## src/rtl/conv_1st_sched.sv

```systemverilog
// conv_1st_sched: load/compute sequencer for the first-layer convolution datapath.
// Runs PRELOAD -> GAP -> ARM -> RUN -> DONE after a start pulse, driving memory
// read strobes/addresses, the datapath sta signal and progress status.
module conv_1st_sched #(
  parameter int unsigned FIG_DEPTH  = 75,
  parameter int unsigned BIAS_DEPTH = 34,
  parameter int unsigned W_TAPS     = 9,
  parameter int unsigned KERNELS    = 32,
  parameter int unsigned SLOT_LEN   = 18,
  parameter int unsigned ARM_LEN    = 300,
  parameter int unsigned GAP_LEN    = 8,
  parameter int unsigned PASSES     = 10,
  localparam int unsigned FAW = (FIG_DEPTH > 1) ? $clog2(FIG_DEPTH) : 1,
  localparam int unsigned BAW = (BIAS_DEPTH > 1) ? $clog2(BIAS_DEPTH) : 1,
  localparam int unsigned WAW = (W_TAPS * KERNELS > 1) ? $clog2(W_TAPS * KERNELS) : 1,
  localparam int unsigned PCW = $clog2(PASSES + 1),
  localparam int unsigned KIW = (KERNELS > 1) ? $clog2(KERNELS) : 1
) (
  input  logic            clk,
  input  logic            rst,
  input  logic            start,
  input  logic            abort,
  input  logic            valid_i,
  output logic            scan_re,
  output logic [FAW-1:0]  scan_addr,
  output logic            bias_re,
  output logic [BAW-1:0]  bias_addr,
  output logic            w_re,
  output logic [WAW-1:0]  w_addr,
  output logic            dp_sta,
  output logic            busy,
  output logic            done,
  output logic [PCW-1:0]  pass_cnt,
  output logic [KIW-1:0]  kernel_idx,
  output logic [15:0]     out_cnt
);

  // Shared per-state cycle counter must cover the longest state / threshold.
  localparam int unsigned M0      = (FIG_DEPTH > ARM_LEN) ? FIG_DEPTH : ARM_LEN;
  localparam int unsigned M1      = (M0 > SLOT_LEN) ? M0 : SLOT_LEN;
  localparam int unsigned M2      = (M1 > GAP_LEN) ? M1 : GAP_LEN;
  localparam int unsigned M3      = (M2 > BIAS_DEPTH) ? M2 : BIAS_DEPTH;
  localparam int unsigned CYC_MAX = (M3 > W_TAPS) ? M3 : W_TAPS;
  localparam int unsigned CW      = $clog2(CYC_MAX + 1);

  typedef enum logic [2:0] {
    S_IDLE, S_PRELOAD, S_GAP, S_ARM, S_RUN, S_DONE
  } state_t;

  state_t          state_q, state_d;
  logic [CW-1:0]   cyc_q, cyc_d;
  logic            scan_re_q, scan_re_d;
  logic [FAW-1:0]  scan_addr_q, scan_addr_d;
  logic            bias_re_q, bias_re_d;
  logic [BAW-1:0]  bias_addr_q, bias_addr_d;
  logic            w_re_q, w_re_d;
  logic [WAW-1:0]  w_addr_q, w_addr_d;
  logic            dp_sta_q, dp_sta_d;
  logic            busy_q, busy_d;
  logic            done_q, done_d;
  logic [PCW-1:0]  pass_cnt_q, pass_cnt_d;
  logic [KIW-1:0]  kernel_idx_q, kernel_idx_d;
  logic [15:0]     out_cnt_q, out_cnt_d;

  // Next-state, counter and registered-output decode.
  always_comb begin
    state_d      = state_q;
    cyc_d        = cyc_q + CW'(1);
    scan_re_d    = 1'b0;
    scan_addr_d  = scan_addr_q;
    bias_re_d    = 1'b0;
    bias_addr_d  = bias_addr_q;
    w_re_d       = 1'b0;
    w_addr_d     = w_addr_q;
    dp_sta_d     = 1'b0;
    busy_d       = 1'b0;
    done_d       = 1'b0;
    pass_cnt_d   = pass_cnt_q;
    kernel_idx_d = kernel_idx_q;
    out_cnt_d    = out_cnt_q;

    // Weight address advances after every issued read, wrapping at the last word.
    if (w_re_q) begin
      w_addr_d = (w_addr_q == WAW'(W_TAPS * KERNELS - 1)) ? '0 : w_addr_q + WAW'(1);
    end
    if (dp_sta_q && valid_i && (out_cnt_q != 16'hFFFF)) begin
      out_cnt_d = out_cnt_q + 16'd1;
    end

    case (state_q)
      S_IDLE: begin
        cyc_d = '0;
        if (start && !abort) begin
          state_d      = S_PRELOAD;
          out_cnt_d    = '0;
          pass_cnt_d   = '0;
          kernel_idx_d = '0;
        end
      end
      S_PRELOAD: if (cyc_q == CW'(FIG_DEPTH - 1)) begin
        state_d = S_GAP;
        cyc_d   = '0;
      end
      S_GAP: if (cyc_q == CW'(GAP_LEN - 1)) begin
        state_d  = S_ARM;
        cyc_d    = '0;
        w_addr_d = '0;
      end
      S_ARM: if (cyc_q == CW'(ARM_LEN - 1)) begin
        state_d = S_RUN;
        cyc_d   = '0;
      end
      S_RUN: if (cyc_q == CW'(SLOT_LEN - 1)) begin
        cyc_d = '0;
        if (kernel_idx_q == KIW'(KERNELS - 1)) begin
          kernel_idx_d = '0;
          pass_cnt_d   = pass_cnt_q + PCW'(1);
          if (pass_cnt_q == PCW'(PASSES - 1)) begin
            state_d = S_DONE;
          end
        end else begin
          kernel_idx_d = kernel_idx_q + KIW'(1);
        end
      end
      S_DONE: begin
        state_d = S_IDLE;
        cyc_d   = '0;
      end
      default: begin
        state_d = S_IDLE;
        cyc_d   = '0;
      end
    endcase

    // Abort overrides every transition and freezes all counters and addresses.
    if (abort && (state_q != S_IDLE)) begin
      state_d      = S_IDLE;
      cyc_d        = '0;
      w_addr_d     = w_addr_q;
      pass_cnt_d   = pass_cnt_q;
      kernel_idx_d = kernel_idx_q;
      out_cnt_d    = out_cnt_q;
    end

    // Outputs follow the state/count being entered so they line up with the registers.
    case (state_d)
      S_PRELOAD: begin
        busy_d      = 1'b1;
        scan_re_d   = 1'b1;
        scan_addr_d = FAW'(cyc_d);
        if (cyc_d < CW'(BIAS_DEPTH)) begin
          bias_re_d   = 1'b1;
          bias_addr_d = BAW'(cyc_d);
        end
      end
      S_GAP: busy_d = 1'b1;
      S_ARM, S_RUN: begin
        busy_d   = 1'b1;
        dp_sta_d = 1'b1;
        w_re_d   = (cyc_d < CW'(W_TAPS));
      end
      S_DONE: done_d = 1'b1;
      default: ;
    endcase
  end

  // State, counter and output registers with asynchronous clear.
  always_ff @(posedge clk or posedge rst) begin
    if (rst) begin
      state_q      <= S_IDLE;
      cyc_q        <= '0;
      scan_re_q    <= 1'b0;
      scan_addr_q  <= '0;
      bias_re_q    <= 1'b0;
      bias_addr_q  <= '0;
      w_re_q       <= 1'b0;
      w_addr_q     <= '0;
      dp_sta_q     <= 1'b0;
      busy_q       <= 1'b0;
      done_q       <= 1'b0;
      pass_cnt_q   <= '0;
      kernel_idx_q <= '0;
      out_cnt_q    <= '0;
    end else begin
      state_q      <= state_d;
      cyc_q        <= cyc_d;
      scan_re_q    <= scan_re_d;
      scan_addr_q  <= scan_addr_d;
      bias_re_q    <= bias_re_d;
      bias_addr_q  <= bias_addr_d;
      w_re_q       <= w_re_d;
      w_addr_q     <= w_addr_d;
      dp_sta_q     <= dp_sta_d;
      busy_q       <= busy_d;
      done_q       <= done_d;
      pass_cnt_q   <= pass_cnt_d;
      kernel_idx_q <= kernel_idx_d;
      out_cnt_q    <= out_cnt_d;
    end
  end

  assign scan_re    = scan_re_q;
  assign scan_addr  = scan_addr_q;
  assign bias_re    = bias_re_q;
  assign bias_addr  = bias_addr_q;
  assign w_re       = w_re_q;
  assign w_addr     = w_addr_q;
  assign dp_sta     = dp_sta_q;
  assign busy       = busy_q;
  assign done       = done_q;
  assign pass_cnt   = pass_cnt_q;
  assign kernel_idx = kernel_idx_q;
  assign out_cnt    = out_cnt_q;

endmodule

```

## config.mk

```make
export PLATFORM = sky130hd
export DESIGN_NAME = conv_1st_sched
export DESIGN_NICKNAME = d
export VERILOG_FILES = /design/src/rtl/conv_1st_sched.sv
export SDC_FILE = /design/constraint.sdc
export NUM_CORES = 1
export LEC_CHECK = 0
export BUFFER_PORTS_ARGS = -buffer_cell sky130_fd_sc_hd__buf_2
export CORE_UTILIZATION = 52
export CTS_CLUSTER_SIZE = 14
export DETAILED_ROUTE_END_ITERATION = 12
export PLACE_DENSITY = 0.75
export SLEW_MARGIN = 20
export SYNTH_ARGS = -nofsm -noshare
export SYNTH_HDL_FRONTEND = slang
export SYNTH_SLANG_ARGS = --single-unit
```

## constraint.sdc

```tcl
create_clock -name clk -period 4.4 [get_ports clk]
set_clock_uncertainty 0.1 [all_clocks]
set_input_delay 0.44 -clock clk [delete_from_list [all_inputs] [get_ports clk]]
set_output_delay 0.44 -clock clk [all_outputs]
set_load 0.05 [all_outputs]
```

# After elaboration in Yosys (flattened, before gate mapping)
# Cells that the tools add are included.
[totals] regBits=65 inputBits=5 output_inout_bits=53
[op_classes] n_addsub=5 order_cmp=2 n_eq_ne=20 n_mux=37 n_bitwise=1 n_reduce_logical=13
[op_table] cell="2-to-1 mux 9 bit" count=9
[op_table] cell="2-to-1 mux 16 bit" count=3
[op_table] cell="case mux 9 bit (4 select lines)" count=1
[op_table] cell="2-to-1 mux 3 bit" count=8
[op_table] cell="adder 9 x 1 -> 9 bit (second input constant)" count=2
[op_table] cell="equality test 9 bit (second input constant)" count=2
[op_table] cell="adder 16 x 1 -> 16 bit (second input constant)" count=1
[op_table] cell="inequality test 16 bit (second input constant)" count=1
[op_table] cell="2-to-1 mux 5 bit" count=3
[op_table] cell="case mux 3 bit (5 select lines)" count=1
[op_table] cell="equality test 3 x 2 -> 1 bit (second input constant)" count=4
[op_table] cell="2-to-1 mux 4 bit" count=3
[op_table] cell="case mux 5 bit (2 select lines)" count=1
[op_table] cell="equality test 3 bit (second input constant)" count=3
[op_table] cell="equality test 9 x 3 -> 1 bit (second input constant)" count=1
[op_table] cell="equality test 9 x 5 -> 1 bit (second input constant)" count=1
[op_table] cell="equality test 9 x 7 -> 1 bit (second input constant)" count=1
[op_table] cell="< comparator 9 x 4 -> 1 bit (second input constant)" count=1
[op_table] cell="< comparator 9 x 6 -> 1 bit (second input constant)" count=1
[op_table] cell="case mux 4 bit (2 select lines)" count=1
[op_table] cell="2-to-1 mux 1 bit" count=7
[op_table] cell="equality test 3 x 1 -> 1 bit (second input constant)" count=2
[op_table] cell="inequality test 2 bit (second input constant)" count=3
[op_table] cell="adder 5 x 1 -> 5 bit (second input constant)" count=1
[op_table] cell="14 further kinds" count=17

# Depth between registers and ports, before layout
[logic_depth] depth_word=9 mapped_depth=10 mapped_depth_nobuf=9

# Least setup slack after synthesis
# OpenSTA, ideal clock, no wires.
[synth_timing] path_kind="register -> register" from="register cyc_q[0]" to="register scan_addr_q[4] (netlist: scan_addr[4])" setup_time_ns=0.125 arrival_ns=2.477 t_required_ns=4.175 setup_slack_ns=1.698 stages_incl_launch_ff=9 n_path_buf=2 cell_sequence="dfrtp_1 ha_1 buf_2 or4b_4 o2111a_1 o41ai_4 buf_6 nor2_2 mux2_4"
[synth_rtl] element="start, declared" line="51" source="logic [CW-1:0] cyc_q, cyc_d;"
[synth_rtl] element="start signal, assigned" line="186" source="cyc_q <= cyc_d;"
[synth_rtl] element="adder 9 x 1 -> 9 bit, or another cell as far along" line="68" source="cyc_d = cyc_q + CW'(1);"
[synth_rtl] element="2-to-1 mux 9 bit (on tied branches)"
[synth_rtl] element="case mux 9 bit (4 select lines) *" line="90" source="case (state_q)"
[synth_rtl] element="2-to-1 mux 9 bit *" line="136" source="if (abort && (state_q != S_IDLE)) begin"
[synth_rtl] element="via cyc_d[4]" line="51"
[synth_rtl] element="end signal, assigned" line="188" source="scan_addr_q <= scan_addr_d;"
[synth_rtl] element="end, declared" line="53" source="logic [FAW-1:0] scan_addr_q, scan_addr_d;"
# Mark *: on every way through the listed nets, which the timed path passes. The rest lies on a longest branch.
# A chain may end at the register's enable or synchronous reset.

# Final worst setup path
[layout_timing] from="register cyc_q[0]" to="register bias_addr_q[1] (netlist: bias_addr[1])"
[layout_between] elab_chain_cells=6
[layout_rtl] element="adder 9 x 1 -> 9 bit, or another cell as far along" line="68"
[layout_rtl] element="2-to-1 mux 9 bit, or another cell as far along" line="113" source="S_RUN: if (cyc_q == CW'(SLOT_LEN - 1)) begin"
[layout_rtl] element="case mux 9 bit (4 select lines) or case mux 3 bit (5 select lines) (tied branches)" line="90"
[layout_rtl] element="2-to-1 mux 9 bit or 2-to-1 mux 3 bit (tied branches)" line="136"
[layout_rtl] element="< comparator 9 x 6 -> 1 bit or equality test 3 x 1 -> 1 bit (tied branches)" line="151, 146"
[layout_rtl] element="AND reduction 2 bit (no line)"
[layout_rtl] element="end signal, assigned" line="190" source="bias_addr_q <= bias_addr_d;"
[layout_rtl] element="end, declared" line="55" source="logic [BAW-1:0] bias_addr_q, bias_addr_d;"
# Parallel ways exist; a longest one is shown, timed or not.

==> run metrics <==
crit-path max cell delay=850 ps; commonest non-fill, non-tap cell in the layout=dfrtp_1; Initial Utilization=0.540; area occupied by multi-input gates=1690 µm²; ANT cells=0; Reg2Reg Depth=6; Worst EP required=4530 ps; Via density=approximately 5.6; core area=6390 µm²; met2 usage=0.329; Die Span X=83.4 µm; Synth area leaders=dfrtp_1 47%, xor2_1 4.6%, nor2_1 4.2%; reg2reg start=cyc_q[0]; Final ANT Viol Nets=0; Synth-to-Final Area Change=14.9%; met1 Usage GRT=0.284; post-CTS sizing=0; clock tree buffer depth=2; outcome=finished clean; CP Max Fanout=12; VDD IR max=about 0.00028 V; GRT overflow=0; flops & latches, synth=65; first drt pass iteration count=4; Leak=0.00194 µW; first-pass GRT wire length=11800 µm; Register Area=1630 µm²; CTS Hold Bufs=0; worst min path class=input pin to async pin; routed via count=2656; P per Cell Area=391 nW/µm²; CTS root buffer=clkbuf_8; Worst-Skew Late Latency=340 ps; dominant synthesized flop cell=dfrtp_1; CTS Sinks=65; critical path class=flop to flop; slowest cell on the critical path=o41ai_4; top cell type's share of synthesized area=0.472; post-CTS setup buffers=0; Layout Utilization=0.621; RR Endpoint=bias_addr[1]; die area=6960 µm²; Final GP Congestion=0.818; FP Rows=29; area of the mapped netlist=about 3400 µm²; share of layout cells above drive strength 1=0.264; Total GRT Usage=0.211; setup_tns=0 ps; final hold vios=0; final setup violation count=0; final wirelength=6850 µm; post-synthesis async set-or-reset flop share=1.00; Worst-Margin Slew=approximately 900 ps; clock slew at reported path FFs=70 ps; Final #Nets=406; Peak Freq=300 MHz; WL/cell=roughly 14 µm; RSZ-0062 raised after global routing=no; Syn Inst Count=338; Max Slew Vio Count=0; leading area contributor after synthesis=dfrtp_1; CP endpoint kind=flop; commonest cells after routing, fill and taps aside=65 x dfrtp_1, 57 x buf_2, 39 x nor2_1, 21 x nand2_1, 18 x xor2_1; die height=83.4 µm; EDFF count, synth=0; Hold Slack=between 200 and 250 ps; Distinct cells, synth=56; H-Tree Depth=3; crit path time final=3340 ps; initial DRC count=approximately 150; largest net degree at the start of global routing=66; busiest grt layer=met2; Slew headroom=0.399; FILL cells=526; max-cap violations=0; synth warn=0; CP endpoint=bias_addr[1]; crit path DAT=3460 ps; met3 usage=0.0547; critical-path cell list=ha_1 -> or4b_4 -> o2111a_1 -> o41ai_4 -> o21ai_2 -> a22o_1; syn_nets=352; initial antenna violation count=0; syn_area_per_cell=10.2 µm²; Seq/Total Area, Yosys=0.472; CTS tree=built; Post-DP HPWL=4680 µm; vias in the first global route=2517; startpoint types=flop; R2R setup slack=roughly 1100 ps; final worst path period share=0.758; # port buffers=between 50 and 60; CP startpoint=cyc_q[0]; total CTS buffers=9; Ports=58; # DRC=0
==> worst min-delay path by stage <==
stage,startpoint,end,slack (ps)
2_1_floorplan,cyc_q[0],cyc_q[0],460
3_3_place_gp,bias_addr[0],bias_addr[0],390
3_5_place_dp,scan_addr[0],scan_addr[0],390
4_1_cts,rst,scan_re,250
5_1_grt,rst,w_addr[8],300
6_report,rst,w_addr[5],220
==> registers in the layout (all words and copies together) (netlist names) <==
signal	flops
out_cnt	16
cyc_q	9
w_addr	9
scan_addr	7
bias_addr	6
kernel_idx	5
pass_cnt	4
state_q	3
bias_re	1
busy	1
done	1
dp_sta	1
scan_re	1
w_re	1
==> per-stage QoR <==
step	total power [µW]	worst slack [ps]	instance area, µm²	cells
floorplan	993	1700	3450	338
global placement	1060	1140	3770	458
detailed placement	1060	1050	3770	458
CTS	1560	1050	3970	474
global route	1620	885	3970	474
finish	1550	1060	3970	474
==> power breakdown <==
group	internal, µW	leakage [µW]	switching [µW]	total, µW
logic	117	0.000947	260	377
registers	636	0.000896	35.5	671
clock network	275	0.0000953	228	503
total	1030	0.00194	524	1550
==> layout make-up <==
cell class | instances | area share
multi-input combinational | 244 | 0.426
inverter | 11 | 0.0104
sequential | 65 | 0.410
clock buffer | 11 | 0.0357
tap | 77 | 0.0243
timing repair buffer | 61 | 0.0795
clock inverter | 5 | 0.0139
==> cell usage after synthesis, types with 7 or more instances <==
master,n
xor2_1,18
nor2_1,39
ha_1,9
inv_1,11
nand2_1,21
dfrtp_1,65
nand3_1,17
nor3_1,10
a22o_1,7
a21oi_1,10
nand4_1,14
clkbuf_1,13
xnor2_1,13
==> cell families after synthesis <==
family | after synthesis | share of synthesized area
muxes | 12 | 0.0446
AOI/OAI and AO/OA | 45 | 0.102
buffers and inverters | 29 | 0.0388
adders and majority gates | 10 | 0.0355
DFF | 65 | 0.472
and+or+nand+nor | 146 | 0.229
xor gates and xnor gates | 31 | 0.0787
==> metal layers <==
layer / wire length (µm) / up-vias
met2: 3210 / 56
met1: 3230 / 1288
met4: 87 / 0
met3: 318 / 8
met5: 0 / -
li1: - / 1304
==> worst max-delay path: cells and delay by family (launching register included) <==
kind,cells,cell delay [ps]
simple gates,1,550
flops,1,490
fa+ha+maj,1,400
compound gates,4,1690
Power figures use the tool's default switching activity.
